[src/rtl/game_sequencer_if.sv]
// -----------------------------------------------------------------------------
// game_sequencer_if
// Bundles the game-flow controller's inputs (frame pulse, button, level
// switch, collision flags) and its registered control/status outputs.
//   master : drives update/start/levelselect/hit/goal, observes the status
//   slave  : the sequencer itself
// Signals:
//   update       frame-update pulse, one clk wide
//   start        synchronised start button level
//   levelselect  level switch (0 = level 1, 1 = level 2)
//   hit, goal    collision flags
//   state        0 IDLE, 1 PLAY, 2 RESPAWN, 3 WIN, 4 LOSE
//   level        level latched at game start
//   play_en      high only in PLAY
//   player_rst   one-clk pulse returning the player to the start position
//   lives        remaining lives
//   seconds      remaining time in seconds
//   show_win     high in WIN
//   show_over    high in LOSE
// -----------------------------------------------------------------------------
interface game_sequencer_if;
  logic       update;
  logic       start;
  logic       levelselect;
  logic       hit;
  logic       goal;
  logic [2:0] state;
  logic       level;
  logic       play_en;
  logic       player_rst;
  logic [2:0] lives;
  logic [7:0] seconds;
  logic       show_win;
  logic       show_over;

  modport master (
    output update, start, levelselect, hit, goal,
    input  state, level, play_en, player_rst, lives, seconds, show_win, show_over
  );

  modport slave (
    input  update, start, levelselect, hit, goal,
    output state, level, play_en, player_rst, lives, seconds, show_win, show_over
  );
endinterface

[src/rtl/game_sequencer.sv]
// -----------------------------------------------------------------------------
// game_sequencer
// Game-flow controller for the maze game. Steps through IDLE, PLAY, RESPAWN,
// WIN and LOSE, and owns the lives counter, the countdown timer and the
// latched level number. Every output is a register.
// Ports:
//   clk     pixel clock, all logic on the rising edge
//   rst     synchronous active-high reset
//   bus_if  game_sequencer_if.slave (inputs and status outputs)
// -----------------------------------------------------------------------------
module game_sequencer #(
  parameter int unsigned LIVES          = 3,
  parameter int unsigned TIME_LIMIT     = 90,
  parameter int unsigned FRAMES_PER_SEC = 60,
  parameter int unsigned RESPAWN_FRAMES = 60,
  parameter int unsigned HOLD_FRAMES    = 120
) (
  input  logic                   clk,
  input  logic                   rst,
  game_sequencer_if.slave        bus_if
);

  typedef enum logic [2:0] {
    ST_IDLE    = 3'd0,
    ST_PLAY    = 3'd1,
    ST_RESPAWN = 3'd2,
    ST_WIN     = 3'd3,
    ST_LOSE    = 3'd4
  } state_e;

  localparam logic [2:0] LIVES_INIT = 3'(LIVES);
  localparam logic [7:0] TIME_INIT  = 8'(TIME_LIMIT);
  localparam logic [7:0] FPS_LAST   = 8'(FRAMES_PER_SEC - 1);
  localparam logic [7:0] RESP_LAST  = 8'(RESPAWN_FRAMES - 1);
  localparam logic [7:0] HOLD_MAX   = 8'(HOLD_FRAMES);

  state_e     state_q, state_d;
  logic       start_q;
  logic       level_q, level_d;
  logic       player_rst_q, player_rst_d;
  logic [2:0] lives_q, lives_d;
  logic [7:0] seconds_q, seconds_d;
  logic [7:0] frame_cnt_q, frame_cnt_d;
  logic [7:0] resp_cnt_q, resp_cnt_d;
  logic [7:0] hold_cnt_q, hold_cnt_d;
  logic       play_en_q, show_win_q, show_over_q;
  logic       start_evt;

  // Rising edge of the button against its registered copy.
  assign start_evt = bus_if.start & ~start_q;

  always_comb begin
    state_d      = state_q;
    level_d      = level_q;
    lives_d      = lives_q;
    seconds_d    = seconds_q;
    frame_cnt_d  = frame_cnt_q;
    resp_cnt_d   = resp_cnt_q;
    hold_cnt_d   = hold_cnt_q;
    player_rst_d = 1'b0;

    case (state_q)
      ST_IDLE: begin
        level_d = bus_if.levelselect;
        if (start_evt) begin
          lives_d      = LIVES_INIT;
          seconds_d    = TIME_INIT;
          frame_cnt_d  = '0;
          player_rst_d = 1'b1;
          state_d      = ST_PLAY;
        end
      end

      ST_PLAY: begin
        // goal beats hit, and both pre-empt the timer tick of the same clk.
        if (bus_if.goal) begin
          hold_cnt_d = '0;
          state_d    = ST_WIN;
        end else if (bus_if.hit) begin
          if (lives_q > 3'd1) begin
            lives_d    = lives_q - 3'd1;
            resp_cnt_d = '0;
            state_d    = ST_RESPAWN;
          end else begin
            lives_d    = '0;
            hold_cnt_d = '0;
            state_d    = ST_LOSE;
          end
        end else if (bus_if.update) begin
          if (frame_cnt_q == FPS_LAST) begin
            frame_cnt_d = '0;
            if (seconds_q != 8'd0) begin
              seconds_d = seconds_q - 8'd1;
            end
            // Decrementing from 1 (or a stray 0) ends the game.
            if (seconds_q <= 8'd1) begin
              hold_cnt_d = '0;
              state_d    = ST_LOSE;
            end
          end else begin
            frame_cnt_d = frame_cnt_q + 8'd1;
          end
        end
      end

      ST_RESPAWN: begin
        // Player is reset on exit so the crash position stays on screen.
        if (bus_if.update) begin
          if (resp_cnt_q == RESP_LAST) begin
            player_rst_d = 1'b1;
            state_d      = ST_PLAY;
          end else begin
            resp_cnt_d = resp_cnt_q + 8'd1;
          end
        end
      end

      ST_WIN, ST_LOSE: begin
        if (start_evt && (hold_cnt_q == HOLD_MAX)) begin
          state_d = ST_IDLE;
        end else if (bus_if.update && (hold_cnt_q != HOLD_MAX)) begin
          hold_cnt_d = hold_cnt_q + 8'd1;
        end
      end

      default: state_d = ST_IDLE;
    endcase
  end

  always_ff @(posedge clk) begin
    if (rst) begin
      state_q      <= ST_IDLE;
      // Treat the button as already pressed so a press held through reset
      // needs a release before it can start a game.
      start_q      <= 1'b1;
      level_q      <= 1'b0;
      player_rst_q <= 1'b1;
      lives_q      <= LIVES_INIT;
      seconds_q    <= TIME_INIT;
      frame_cnt_q  <= '0;
      resp_cnt_q   <= '0;
      hold_cnt_q   <= '0;
      play_en_q    <= 1'b0;
      show_win_q   <= 1'b0;
      show_over_q  <= 1'b0;
    end else begin
      state_q      <= state_d;
      start_q      <= bus_if.start;
      level_q      <= level_d;
      player_rst_q <= player_rst_d;
      lives_q      <= lives_d;
      seconds_q    <= seconds_d;
      frame_cnt_q  <= frame_cnt_d;
      resp_cnt_q   <= resp_cnt_d;
      hold_cnt_q   <= hold_cnt_d;
      play_en_q    <= (state_d == ST_PLAY);
      show_win_q   <= (state_d == ST_WIN);
      show_over_q  <= (state_d == ST_LOSE);
    end
  end

  assign bus_if.state      = state_q;
  assign bus_if.level      = level_q;
  assign bus_if.play_en    = play_en_q;
  assign bus_if.player_rst = player_rst_q;
  assign bus_if.lives      = lives_q;
  assign bus_if.seconds    = seconds_q;
  assign bus_if.show_win   = show_win_q;
  assign bus_if.show_over  = show_over_q;

endmodule

[src/flat_wrapper.sv]
// flat-port wrapper written by rule: the top's interface ports become plain ports
module game_sequencer_flat 
#(
  parameter int unsigned LIVES          = 3,
  parameter int unsigned TIME_LIMIT     = 90,
  parameter int unsigned FRAMES_PER_SEC = 60,
  parameter int unsigned RESPAWN_FRAMES = 60,
  parameter int unsigned HOLD_FRAMES    = 120
)
  (clk, rst, bus_if_update, bus_if_start, bus_if_levelselect, bus_if_hit, bus_if_goal, bus_if_state, bus_if_level, bus_if_play_en, bus_if_player_rst, bus_if_lives, bus_if_seconds, bus_if_show_win, bus_if_show_over);
  game_sequencer_if bus_if_i ();
  input  logic clk;
  input  logic rst;
  input wire logic [$bits(bus_if_i.update)-1:0] bus_if_update;
  input wire logic [$bits(bus_if_i.start)-1:0] bus_if_start;
  input wire logic [$bits(bus_if_i.levelselect)-1:0] bus_if_levelselect;
  input wire logic [$bits(bus_if_i.hit)-1:0] bus_if_hit;
  input wire logic [$bits(bus_if_i.goal)-1:0] bus_if_goal;
  output wire logic [$bits(bus_if_i.state)-1:0] bus_if_state;
  output wire logic [$bits(bus_if_i.level)-1:0] bus_if_level;
  output wire logic [$bits(bus_if_i.play_en)-1:0] bus_if_play_en;
  output wire logic [$bits(bus_if_i.player_rst)-1:0] bus_if_player_rst;
  output wire logic [$bits(bus_if_i.lives)-1:0] bus_if_lives;
  output wire logic [$bits(bus_if_i.seconds)-1:0] bus_if_seconds;
  output wire logic [$bits(bus_if_i.show_win)-1:0] bus_if_show_win;
  output wire logic [$bits(bus_if_i.show_over)-1:0] bus_if_show_over;
  assign bus_if_i.update = bus_if_update;
  assign bus_if_i.start = bus_if_start;
  assign bus_if_i.levelselect = bus_if_levelselect;
  assign bus_if_i.hit = bus_if_hit;
  assign bus_if_i.goal = bus_if_goal;
  assign bus_if_state = bus_if_i.state;
  assign bus_if_level = bus_if_i.level;
  assign bus_if_play_en = bus_if_i.play_en;
  assign bus_if_player_rst = bus_if_i.player_rst;
  assign bus_if_lives = bus_if_i.lives;
  assign bus_if_seconds = bus_if_i.seconds;
  assign bus_if_show_win = bus_if_i.show_win;
  assign bus_if_show_over = bus_if_i.show_over;
  game_sequencer #(.LIVES(LIVES), .TIME_LIMIT(TIME_LIMIT), .FRAMES_PER_SEC(FRAMES_PER_SEC), .RESPAWN_FRAMES(RESPAWN_FRAMES), .HOLD_FRAMES(HOLD_FRAMES)) u_core (.clk(clk), .rst(rst), .bus_if(bus_if_i));
endmodule
[config.mk]
export PLATFORM = sky130hd
export DESIGN_NAME = game_sequencer_flat
export DESIGN_NICKNAME = d
export VERILOG_FILES = /design/src/rtl/game_sequencer_if.sv /design/src/rtl/game_sequencer.sv /design/src/flat_wrapper.sv
export SDC_FILE = /design/constraint.sdc
export NUM_CORES = 1
export LEC_CHECK = 0
export ABC_AREA = 1
export CAP_MARGIN = 20
export CORE_ASPECT_RATIO = 1.75
export CORE_MARGIN = 2
export CORE_UTILIZATION = 30
export DETAILED_ROUTE_END_ITERATION = 12
export PLACE_DENSITY = 0.57
export SLEW_MARGIN = 20
export SYNTH_ARGS = -nofsm -noshare
export SYNTH_HDL_FRONTEND = slang
export SYNTH_SLANG_ARGS = --single-unit
[constraint.sdc]
create_clock -name clk -period 5.15 [get_ports clk]
set_clock_uncertainty 0.15 [all_clocks]
set_input_delay 1.03 -clock clk [delete_from_list [all_inputs] [get_ports clk]]
set_output_delay 1.03 -clock clk [all_outputs]
set_load 0.1 [all_outputs]
; ---- Word-level counts from Yosys, hierarchy flattened
; Index checks and enable logic that the tools add are counted.
; Widths: inputs -> output; s select.
[op_classes]
muxes = 48
n_eq_ne = 27
bitwise = 2
n_shift = 0
div_mod_pow = 0
mul = 0
addsub = 5
magnitude_cmp = 2
reduce_logical = 13
[op_table]
columns = op, count
row1 = $mux 8, 24
row2 = $pmux 8 s2, 4
row3 = $mux 3, 14
row4 = $add 8x1->8 const B, 3
row5 = $eq 8x6->1 const B, 2
row6 = $ne 2x2->1 const B, 7
row7 = $reduce_and 7->1, 2
row8 = $pmux 3 s4, 1
row9 = $ne 2x1->1 const B, 5
row10 = $eq 3x2->1 const B, 3
row11 = $eq 8x7->1 const B, 1
row12 = $le 8x1->1 const B, 1
row13 = $ne 4x3->1 const B, 2
row14 = $ne 4x4->1 const B, 2
row15 = $ne 8x7->1 const B, 1
row16 = $reduce_bool 8->1, 1
row17 = $sub 8x1->8 const B, 1
row18 = $eq 3x1->1 const B, 2
row19 = $eq 3x3->1 const B, 2
row20 = $pmux 3 s2, 1
row21 = $reduce_and 6->1, 1
row22 = $reduce_bool 2->1, 3
row23 = $reduce_and 5->1, 1
row24 = $reduce_and 4->1, 1
row25 = other kinds (9), 12
[totals]
ram_bits = 0
latchBits = 0
mem_bits_ro = 0
output_inout_bits = 19
in_bits = 7
wordCells = 109
memories = 0
register_bits = 44

; ---- Depth between registers and ports, before layout
[logic_depth]
ltp_word = 8
mapped_depth = 11

; ---- Worst setup path before layout
; Ideal clock, no wire load.
[synth_timing]
kind = register -> register
from = register u_core.lives_q[1], in the netlist u_core.bus_if.lives[1]
to = register u_core.hold_cnt_q[0]
t_required_ps = 4875
setup_ps = 125
arrival_time_ps = 2215
period_less_slack_ps = 2489
path_stages_with_launch = 11
slack_ps = 2661
n_path_buf = 0
path_cell_list = dfxtp_1 > inv_1 > ha_1 > o21ai_0 > nand2_1 > nand2_1 > nor2_8 > nand2_4 > nand2_1 > nand2_1 > nor2_1
[synth_between]
elab_chain_cells = 3
[synth_lines]
columns = element, line
row1 = from (decl), game_sequencer.sv:41  ; logic [2:0] lives_q, lives_d;
row2 = from (signal assigned), game_sequencer.sv:151  ; lives_q <= lives_d;
row3 = $gt 3x1->1, game_sequencer.sv:80  ; if (lives_q > 3'd1) begin
row4 = $ne 4x4->1 (no source line), n/a
row5 = $reduce_and 7->1 (no source line), n/a
row6 = to (signal assigned), game_sequencer.sv:155  ; hold_cnt_q <= hold_cnt_d;
row7 = to (decl), game_sequencer.sv:45  ; logic [7:0] hold_cnt_q, hold_cnt_d;
; No other way between the ends.
; A chain may end at the register's enable or synchronous reset.

; ---- Worst setup path in the final report
[layout_timing]
from = register u_core.state_q[2], in the netlist u_core.bus_if.state[2]
to = output bus_if_state[2]
[layout_lines]
columns = element, line
row1 = from (decl), game_sequencer.sv:37  ; state_e state_q, state_d;
row2 = from (signal assigned), game_sequencer.sv:147  ; state_q <= state_d;
row3 = to (decl), flat_wrapper.sv:19  ; output wire logic [$bits(bus_if_i.state)-1:0] bus_if_state;
; No word-level cell between the ends.

==> metrics <==
status finished clean; Unique masters post-synth 31; Crit Path Max Fanout 8; critical path class reg -> out; die area 9420 um^2; Core ar. 8370 um^2; Setup TNS Final 0 ps; drt first pass iters 4; total track usage 0.139; clk root buf clkbuf_16; simple-gate share of the synthesized area 0.393; Placed Area 2940 um^2; Final ANT Viol Nets 0; Synth-to-Final Area Change 20.6%; total CTS buffers 5; sequential area share after synthesis 0.340; Compound-Gate Fraction of Synth Area 0.104; Critical Path Start Type register; post-route cell area 3120 um^2; Initial Utilization 0.309; RSZ-0062 raised after global routing no; via count 2480; CP Capture Type primary output; Post-CTS Setup Repair Bufs 0; H-tree lvl count 2; clk_lat worst skew 290 ps; gp weighted congestion 0.831; initial antenna violation count 0; Syn Std Cell Area 2590 um^2; utilization after layout 0.373; Worst Path Buf+Inv 1; P per Cell Area 272 nW/um^2; Worst path depth 1; Synth Flop Type dfxtp_1; final wirelength 5970 um; Final period util 0.620; Initial DRC Count 111; wire per inst 11.1 um; Worst VDD drop 0.121 mV; Final min period 3190 ps; final number of hold-violating endpoints 0; max cap viols 0; clock transition at the registers of the reported paths 60 ps; Critical Path Max Stage Delay 1200 ps; layout cells sized above 1 0.0758; CP required 3970 ps; mux cell area share after synthesis 0; clock sinks 44; Post-Synth XOR/XNOR Area 0.0304; Post-Synthesis Mean Instance Area 6.57 um^2; DP Wirelength 4530 um; DR vias/cell 4.62; CTS-repair resized insts 0; Die W 74.2 um; count of final max-slew check failures 0; EDFF count, synth 0; largest net degree at the start of global routing 26; Worst Reg-to-Reg Cells 9; Slew headroom 0.354; worst-path cell chain clkdlybuf4s50_1; Synth Instances 394; vias in the first global route 2376; fmax 0.313 GHz; WP data arrival 2010 ps; global-route wire length before repair 10400 um; TritonCTS clock tree built; largest family of logic cells by synthesized area simple AND/OR/NAND/NOR gates; IO Pins 26; total gr overflow 0; Async SR Flop Fraction 0; ant diodes 0; hold depth 2; leakage power figure 0.00125 uW; Slew @ Worst Pin 966 ps; Layout Nets 437; #FFs+latches synth 44; CP max stage cell clkdlybuf4s50_1; CTS Buffer Depth 2; final worst slack 1960 ps; Place WS 2110 ps; # setup viols final 0; drt drc 0; row count 44; die height 127 um; Post-Synth Adder-Cell Area 0.0435; syn_nets 410; number of port buffers 25; fillers 934; synth warn 0; CP top delay family buffers and inverters; HP Class reg -> reg; CTS hold repair buffers 0
Yosys cell counts, types with 3 or more instances:
master / number / area share
xor2_1: 6 / 0.020
nor3_1: 9 / 0.017
nor2_1: 57 / 0.083
dfxtp_1: 44 / 0.34
xnor2_1: 3 / 0.010
nand2_1: 109 / 0.16
a21oi_1: 30 / 0.058
inv_1: 41 / 0.059
inv_2: 6 / 0.0087
o21ai_0: 14 / 0.027
nand3_1: 37 / 0.072
ha_1: 9 / 0.044
where the power goes:
group	total (uW)	switching, uW	leakage (uW)	internal, uW
combinational	112	82.7	0.000803	29.6
clock	382	139	0.0000871	243
sequential	355	6.95	0.000357	348
total	849	229	0.00125	620
cells by family (layout without fill, tap and decap cells):
logic type | count (synthesis) | after routing
xor gates and xnor gates | 9 | 9
buffers and inverters | 54 | 82
DFF | 44 | 44
AOI/OAI and AO/OA | 50 | 50
and+or+nand+nor | 228 | 228
adders and majority gates | 9 | 9
worst paths after layout:
check | startpoint | slack, ps | end
setup / recovery | u_core.bus_if.state[2]$_SDFF_PP0_ | 1960 | bus_if_state[2]
hold / removal | u_core.frame_cnt_q[1]$_SDFFE_PP0P_ | 340 | u_core.frame_cnt_q[1]$_SDFFE_PP0P_
setup reg to reg | u_core.bus_if.state[2]$_SDFF_PP0_ | 3070 | u_core.resp_cnt_q[7]$_SDFFE_PP0P_
hold reg to reg | u_core.frame_cnt_q[1]$_SDFFE_PP0P_ | 340 | u_core.frame_cnt_q[1]$_SDFFE_PP0P_
state kept, by name (all words and copies together), names as in the netlist:
name and cells:
u_core.bus_if.player_rst 1, u_core.bus_if.play_en 1, u_core.hold_cnt_q 8, u_core.bus_if.show_win 1, u_core.bus_if.lives 3, u_core.frame_cnt_q 8, u_core.bus_if.seconds 8, u_core.start_q 1
u_core.bus_if.show_over 1, u_core.bus_if.level 1, u_core.resp_cnt_q 8, u_core.bus_if.state 3
worst register-to-register path: stages, from the launching register on:
cell and delay (ps):
dfxtp_1 520, inv_2 100, nand3_4 140, inv_2 140, nand2_1 120, nand2_1 70
nor2_2 400, inv_1 170, nand2_1 110, a21oi_2 50
metal layers:
layer,track usage,vias to the layer above,share of wire
met2,0.252,32,0.54
met1,0.147,1130,0.41
met5,0,-,0
met3,0.0302,9,0.023
li1,-,1309,-
met4,0.0651,0,0.025
metrics by stage:
stage	instances	power, uW	hold slack, ps
floorplan	394	448	297
global placement	529	475	314
detailed placement	529	475	328
CTS	537	864	338
global route	537	884	373
finish	537	849	341
final cells by class:
class | instances | area [um^2] | area share
clock buffers | 6 | 139 | 0.0445
inverters | 48 | 183 | 0.0585
clock inverters | 2 | 38.8 | 0.0124
well taps | 115 | 144 | 0.0461
flip-flops and latches | 44 | 881 | 0.282
repair buffers | 26 | 258 | 0.0826
multi-input cells | 296 | 1480 | 0.474
cell usage in the layout, fill, tap and decap left out, drive strengths merged:
cell type and count:
nand2 113, nand4 2, a21oi 32, o211ai 1, nand3 40, nor3 11, xor2 6, nor2 61
dfxtp 44, clkbuf 6, xnor2 3, nor3b 1, clkinv 1, ha 9, inv 48, bufinv 1
o21bai 1, buf 1, clkdlybuf4s50 25, a211oi 1, o21ai 15
(Power assumes the default switching activity.)
